## src/rtl/add_arbiter_pkg.sv

```systemverilog
// Shared widths and slot-state encoding for the round-robin shared-adder arbiter.
package add_arb_pkg;
    localparam int ADD_W    = 32;
    localparam int NREQ_DEF = 4;

    typedef enum logic {
        EMPTY = 1'b0,
        FULL  = 1'b1
    } slot_state_t;
endpackage

```

## src/rtl/add_arbiter_if.sv

```systemverilog
// Requester-side and consumer-side handshake bundle of the shared adder.
interface add_arbiter_if
    import add_arb_pkg::*;
#(
    parameter int NREQ = NREQ_DEF,
    parameter int W    = ADD_W,
    parameter int IDW  = $clog2(NREQ)
);
    logic [NREQ-1:0]   req_valid;
    logic [NREQ-1:0]   req_ready;
    logic [NREQ*W-1:0] req_a;
    logic [NREQ*W-1:0] req_b;
    logic [NREQ-1:0]   req_signed;
    logic              res_valid;
    logic              res_ready;
    logic [W-1:0]      res_sum;
    logic              res_carry;
    logic              res_ovf;
    logic [IDW-1:0]    res_id;

    modport master (
        output req_valid, req_a, req_b, req_signed, res_ready,
        input  req_ready, res_valid, res_sum, res_carry, res_ovf, res_id
    );

    modport slave (
        input  req_valid, req_a, req_b, req_signed, res_ready,
        output req_ready, res_valid, res_sum, res_carry, res_ovf, res_id
    );
endinterface

```

## src/rtl/add_arbiter_rr_arbiter.sv

```systemverilog
// Round-robin search: first set request at or after ptr, wrapping modulo N.
module rr_arbiter #(
    parameter int N  = 4,
    parameter int IW = $clog2(N)
) (
    input  logic [N-1:0]  req,
    input  logic [IW-1:0] ptr,
    input  logic          en,
    output logic [N-1:0]  grant,
    output logic [IW-1:0] idx,
    output logic          any_grant
);
    always_comb begin
        int j;
        j         = 0;
        grant     = '0;
        idx       = '0;
        any_grant = 1'b0;
        for (int k = 0; k < N; k++) begin
            j = int'(ptr) + k;
            if (j >= N) j = j - N;
            if (en && !any_grant && req[j]) begin
                grant[j]  = 1'b1;
                idx       = IW'(j);
                any_grant = 1'b1;
            end
        end
    end
endmodule

```

## src/rtl/add_arbiter.sv

```systemverilog
// Shares one W-bit adder among NREQ requesters; results land in a single
// registered slot (sum, carry, signed overflow, requester id) drained by valid/ready.
module add_arbiter
    import add_arb_pkg::*;
#(
    parameter int NREQ = NREQ_DEF,
    parameter int W    = ADD_W,
    parameter int IDW  = $clog2(NREQ)
) (
    input logic         clk,
    input logic         rst,
    add_arbiter_if.slave bus
);
    logic [NREQ-1:0][W-1:0] a_arr, b_arr;
    slot_state_t            state, state_nxt;
    logic [IDW-1:0]         rr_ptr, gnt_idx;
    logic [NREQ-1:0]        gnt;
    logic                   any_gnt, slot_free;
    logic [W-1:0]           op_a, op_b;
    logic [W:0]             add_full;
    logic                   add_ovf;
    logic [W-1:0]           sum_q;
    logic                   carry_q, ovf_q;
    logic [IDW-1:0]         id_q;

    for (genvar g = 0; g < NREQ; g++) begin : g_unpack
        assign a_arr[g] = bus.req_a[g*W +: W];
        assign b_arr[g] = bus.req_b[g*W +: W];
    end

    // A full slot being drained this cycle can be refilled on the same edge.
    assign slot_free = (state == EMPTY) || bus.res_ready;

    rr_arbiter #(.N(NREQ), .IW(IDW)) u_rr (
        .req       (bus.req_valid),
        .ptr       (rr_ptr),
        .en        (slot_free && !rst),
        .grant     (gnt),
        .idx       (gnt_idx),
        .any_grant (any_gnt)
    );

    assign bus.req_ready = gnt;

    assign op_a     = a_arr[gnt_idx];
    assign op_b     = b_arr[gnt_idx];
    assign add_full = {1'b0, op_a} + {1'b0, op_b};
    assign add_ovf  = bus.req_signed[gnt_idx] & (op_a[W-1] == op_b[W-1]) &
                      (add_full[W-1] != op_a[W-1]);

    always_ff @(posedge clk or posedge rst) begin
        if (rst) state <= EMPTY;
        else     state <= state_nxt;
    end

    always_comb begin
        state_nxt = state;
        unique case (state)
            EMPTY:   if (any_gnt) state_nxt = FULL;
            FULL:    if (bus.res_ready && !any_gnt) state_nxt = EMPTY;
            default: state_nxt = EMPTY;
        endcase
    end

    // Result fields and pointer move only on a grant; they hold otherwise.
    always_ff @(posedge clk or posedge rst) begin
        if (rst) begin
            sum_q   <= '0;
            carry_q <= 1'b0;
            ovf_q   <= 1'b0;
            id_q    <= '0;
            rr_ptr  <= '0;
        end else if (any_gnt) begin
            sum_q   <= add_full[W-1:0];
            carry_q <= add_full[W];
            ovf_q   <= add_ovf;
            id_q    <= gnt_idx;
            rr_ptr  <= (gnt_idx == IDW'(NREQ-1)) ? '0 : gnt_idx + 1'b1;
        end
    end

    assign bus.res_valid = (state == FULL);
    assign bus.res_sum   = sum_q;
    assign bus.res_carry = carry_q;
    assign bus.res_ovf   = ovf_q;
    assign bus.res_id    = id_q;
endmodule

```

## src/flat_wrapper.sv

```systemverilog
// flat-port wrapper written by rule: the top's interface ports become plain ports
module add_arbiter_flat import add_arb_pkg::*;
#(
    parameter int NREQ = NREQ_DEF,
    parameter int W    = ADD_W,
    parameter int IDW  = $clog2(NREQ)
)
  (clk, rst, bus_req_valid, bus_req_a, bus_req_b, bus_req_signed, bus_res_ready, bus_req_ready, bus_res_valid, bus_res_sum, bus_res_carry, bus_res_ovf, bus_res_id);
  add_arbiter_if #(.NREQ(NREQ), .W(W), .IDW(IDW)) bus_i ();
  input logic clk;
  input logic rst;
  input wire logic [$bits(bus_i.req_valid)-1:0] bus_req_valid;
  input wire logic [$bits(bus_i.req_a)-1:0] bus_req_a;
  input wire logic [$bits(bus_i.req_b)-1:0] bus_req_b;
  input wire logic [$bits(bus_i.req_signed)-1:0] bus_req_signed;
  input wire logic [$bits(bus_i.res_ready)-1:0] bus_res_ready;
  output wire logic [$bits(bus_i.req_ready)-1:0] bus_req_ready;
  output wire logic [$bits(bus_i.res_valid)-1:0] bus_res_valid;
  output wire logic [$bits(bus_i.res_sum)-1:0] bus_res_sum;
  output wire logic [$bits(bus_i.res_carry)-1:0] bus_res_carry;
  output wire logic [$bits(bus_i.res_ovf)-1:0] bus_res_ovf;
  output wire logic [$bits(bus_i.res_id)-1:0] bus_res_id;
  assign bus_i.req_valid = bus_req_valid;
  assign bus_i.req_a = bus_req_a;
  assign bus_i.req_b = bus_req_b;
  assign bus_i.req_signed = bus_req_signed;
  assign bus_i.res_ready = bus_res_ready;
  assign bus_req_ready = bus_i.req_ready;
  assign bus_res_valid = bus_i.res_valid;
  assign bus_res_sum = bus_i.res_sum;
  assign bus_res_carry = bus_i.res_carry;
  assign bus_res_ovf = bus_i.res_ovf;
  assign bus_res_id = bus_i.res_id;
  add_arbiter #(.NREQ(NREQ), .W(W), .IDW(IDW)) u_core (.clk(clk), .rst(rst), .bus(bus_i));
endmodule
```

## config.mk

```make
export PLATFORM = sky130hd
export DESIGN_NAME = add_arbiter_flat
export DESIGN_NICKNAME = d
export VERILOG_FILES = /design/src/rtl/add_arbiter_pkg.sv /design/src/rtl/add_arbiter_if.sv /design/src/rtl/add_arbiter_rr_arbiter.sv /design/src/rtl/add_arbiter.sv /design/src/flat_wrapper.sv
export SDC_FILE = /design/constraint.sdc
export NUM_CORES = 1
export LEC_CHECK = 0
export CAP_MARGIN = 40
export CORE_MARGIN = 4
export CORE_UTILIZATION = 40
export CTS_CLUSTER_DIAMETER = 60
export CTS_CLUSTER_SIZE = 12
export DETAILED_ROUTE_END_ITERATION = 10
export GPL_ROUTABILITY_DRIVEN = 1
export PLACE_DENSITY_LB_ADDON = 0.2
export SYNTH_ARGS = -nofsm -noshare
export SYNTH_HDL_FRONTEND = slang
export SYNTH_SLANG_ARGS = --single-unit
```

## constraint.sdc

```tcl
create_clock -name clk -period 9.4 [get_ports clk]
set_input_delay 2.35 -clock clk [delete_from_list [all_inputs] [get_ports clk]]
set_output_delay 2.35 -clock clk [all_outputs]
set_load 0.01 [all_outputs]
```

==> key figures <==
Status
  • Status: finished, final reports clean

Layout
  • Multi-input logic area: 0.00416 mm^2
  • ANT cells: 0
  • Final design utilization: 66.3%
  • Final std cells w/o fill: 1,201
  • Commonest cells after routing, fill and taps aside: clkdlybuf4s50_1 (307), nand2_1 (190), a211oi_1 (66)
  • Most common cell after layout, fill and taps aside: clkdlybuf4s50_1
  • Layout cells sized above 1: 3.80%
  • Fillers: 1,173
  • Nets: 1,332
  • Area Growth Syn to Fin: 62.5%
  • Sequential cell area: 976 um^2

Clocking
  • Later-pin clock latency in the skew report: 0.28 ns
  • Worst-path clk slew: 0.06 ns
  • Maximum buffer depth of the clock tree: 2
  • CTS Buf Count: 5
  • Cts hold-fix bufs: 0
  • Post-CTS Repair Setup Buffers: 0
  • CTS tree: done
  • H-tree levels: 2
  • Number of clock sinks: 39
  • Post_cts resized: 0
  • Clock Tree Root: clkbuf_16

Logic synthesis
  • Syn Std Cell Area: 0.00538 mm^2
  • Post-synth top area share: 18.1%
  • Post-synth cell types: 56
  • Cells after synthesis: 759
  • Synth Area in Compound Gates: 33.1%
  • Top FF cell, synth: dfrtp_1
  • Post-synth EDFFs: 0
  • Post-synth top area cell: dfrtp_1
  • Async set-or-reset flop fraction in the synthesized netlist: 100%
  • Post-Synth Simple-Gate Area: 25.9%
  • Syn_nets: 1,067
  • Xor/xnor share of the synthesized area: 5.04%
  • Post-synthesis mux area share: 3.05%
  • Register area share after synthesis: 18.1%
  • Largest family of logic cells by synthesized area: compound AO/OA/AOI/OAI gates
  • Synth area leaders: dfrtp_1 (18%), nand2_1 (13%), ha_1 (9.3%)
  • Post-Synth Adder-Cell Area: 9.67%
  • YS warnings: 0
  • Average cell area after synthesis: 7.09 um^2
  • Seq cells post-synth: 39

Routing
  • DR pass1 iterations: 5
  • WL per Instance: 16.1 um
  • Drt total wl: 19,300 um
  • DR vias: 6,544
  • Routed Antenna Nets: 0
  • Initial drt markers: 523
  • Via density: 5.45
  • # DRC: 0

Worst setup path
  • Setup Crit Path Kind: primary input to register
  • CP Data Arrival Time: 8.53 ns
  • CP Capture Type: register
  • CP Max Fanout: 68
  • Startpoint types: primary input
  • Required time of the worst setup path: 9.55 ns

Timing
  • Worst-Margin Slew: 0.821 ns
  • Setup slack after layout: 1.03 ns
  • RSZ-0062 raised after global routing: false
  • Timing-limited maximum frequency: 119 MHz
  • Period utilization: 89.1%
  • Setup Total Neg Slack: 0 ns
  • Max-slew headroom: 43.8%
  • Tmin final: 8.37 ns
  • Worst Clk Skew: 0.00294 ns
  • Fin. max-slew vios: 0
  • Final hold vios: 0
  • Final setup fails: 0

Die
  • Die H: 124 um
  • Core ar.: 0.0132 mm^2
  • I/O pins: 308
  • Die W: 124 um
  • Initial Utilization: 40.8%
  • Area of the die: 0.0154 mm^2
  • Cell row count: 42

Placement
  • # port buffers: 307
  • Dpl cells: 1,193
  • Pre-CTS setup slack: 0.763 ns
  • DP Wirelength: 15,500 um
  • Gp weighted congestion: 0.928

Power
  • Combinational share of power: 85.7%
  • Switch share: 50.9%
  • Int Pwr: 1.80 mW
  • Clock share of power: 5.5%
  • Pwr Density: 420 mW/mm^2
  • Pwr Total: 3.67 mW
  • Register share of total power: 8.8%
  • NetSw: 1.87 mW
  • Leakage power: 3.48 nW
  • Worst IR drop on VDD: 0.209 mV

Global route
  • GRT overflow: 0
  • Total track usage: 23.4%
  • Initial antenna violation count: 0
  • First-pass GRT wire length: 29,300 um
  • Largest net degree at the start of global routing: 94
  • Number of global-route vias before repair: 6,156

Min path
  • Hold Path Class: register to register

Run
  • Max cap viols: 0
cells by family after synthesis:
| family | Yosys count |
|---|---|
| flops | 39 |
| mux | 11 |
| xor+xnor | 31 |
| compound gates | 264 |
| buf+inv | 67 |
| fa+ha+maj | 41 |
| simple gates | 306 |
power by group through the flow:
stage	Combinational, mW	Clock (mW)	Sequential (mW)
floorplan	2.31	0	0.342
finish	3.15	0.201	0.322
global route	3.52	0.214	0.336
CTS	3.16	0.206	0.323
global placement	3.11	0	0.320
detailed placement	3.14	0	0.324
cell usage after synthesis, drive strengths merged (4+ instances only):
cell	instances
a222oi	4
xnor2	15
o211ai	4
a21oi	38
and3	5
o21ai	41
nand2	190
mux2i	5
or2	4
nor2b	4
clkbuf	35
ha	40
dfrtp	39
inv	10
a211oi	66
nor2	22
buf	22
xor2	16
a31oi	65
a21o	14
and2	66
per-stage QoR:
step / hold slack, ns / area [um^2]
4_1_cts: 0.485 / 8750
3_3_place_gp: 0.458 / 8540
6_report: 0.479 / 8750
2_1_floorplan: 0.515 / 5380
3_5_place_dp: 0.470 / 8570
5_1_grt: 0.498 / 8750
routing by layer:
layer | wire [um] | share of wire, % | track usage, % | vias up
met5 | 0 | 0 | 0 | -
met4 | 168 | 0.87 | 3.56 | 0
met2 | 9830 | 51 | 43.0 | 250
met3 | 1720 | 8.9 | 5.63 | 19
li1 | - | - | - | 3276
met1 | 7590 | 39 | 28.0 | 2999
sequential cells by signal, summed over array words and instances, names as in the netlist:
| register | count |
|---|---|
| u_core.bus.res_sum | 32 |
| u_core.bus.res_id | 2 |
| u_core.rr_ptr | 2 |
| u_core.bus.res_carry | 1 |
| u_core.bus.res_ovf | 1 |
| u_core.bus.res_valid | 1 |
layout make-up:
| type | instances | area share [%] |
|---|---|---|
| multi-input combinational | 653 | 47.6 |
| tap | 176 | 2.52 |
| sequential | 39 | 11.2 |
| inverter | 10 | 0.429 |
| clock inverter | 2 | 0.401 |
| timing repair buffer | 315 | 36.3 |
| clock buffer | 6 | 1.59 |
critical path, cell delays in order:
cell             delay [ns]
clkdlybuf4s50_1        0.55
mux4_2                 0.55
or4_4                  0.51
a2111oi_4              0.36
nand2b_1               0.20
o211a_4                0.37
and2_1                 0.25
a211oi_1               0.21
a31oi_1                0.07
ha_1                   0.25
fa_1                   0.43
a211oi_1               0.43
o211ai_1               0.16
a311o_1                0.41
a21oi_1                0.23
o31a_1                 0.24
o21ai_1                0.14
a31o_2                 0.28
a2111oi_0              0.42
nor2_1                 0.10
final timing paths:
kind	startpoint	endpoint	slack, ns	depth (start not counted)
setup / recovery	bus_req_valid[3]	u_core.bus.res_carry	1.03	20
hold / removal	u_core.bus.res_sum[9]	u_core.bus.res_sum[9]	0.48	2
setup reg to reg	u_core.rr_ptr[0]	u_core.bus.res_carry	2.16	21
hold reg to reg	u_core.bus.res_sum[9]	u_core.bus.res_sum[9]	0.48	2
max in group asynchronous	rst	u_core.bus.res_sum[10]	6.40	3
min in group asynchronous	rst	u_core.bus.res_valid	2.53	2
No activity file was read; power rests on OpenSTA's default activity.
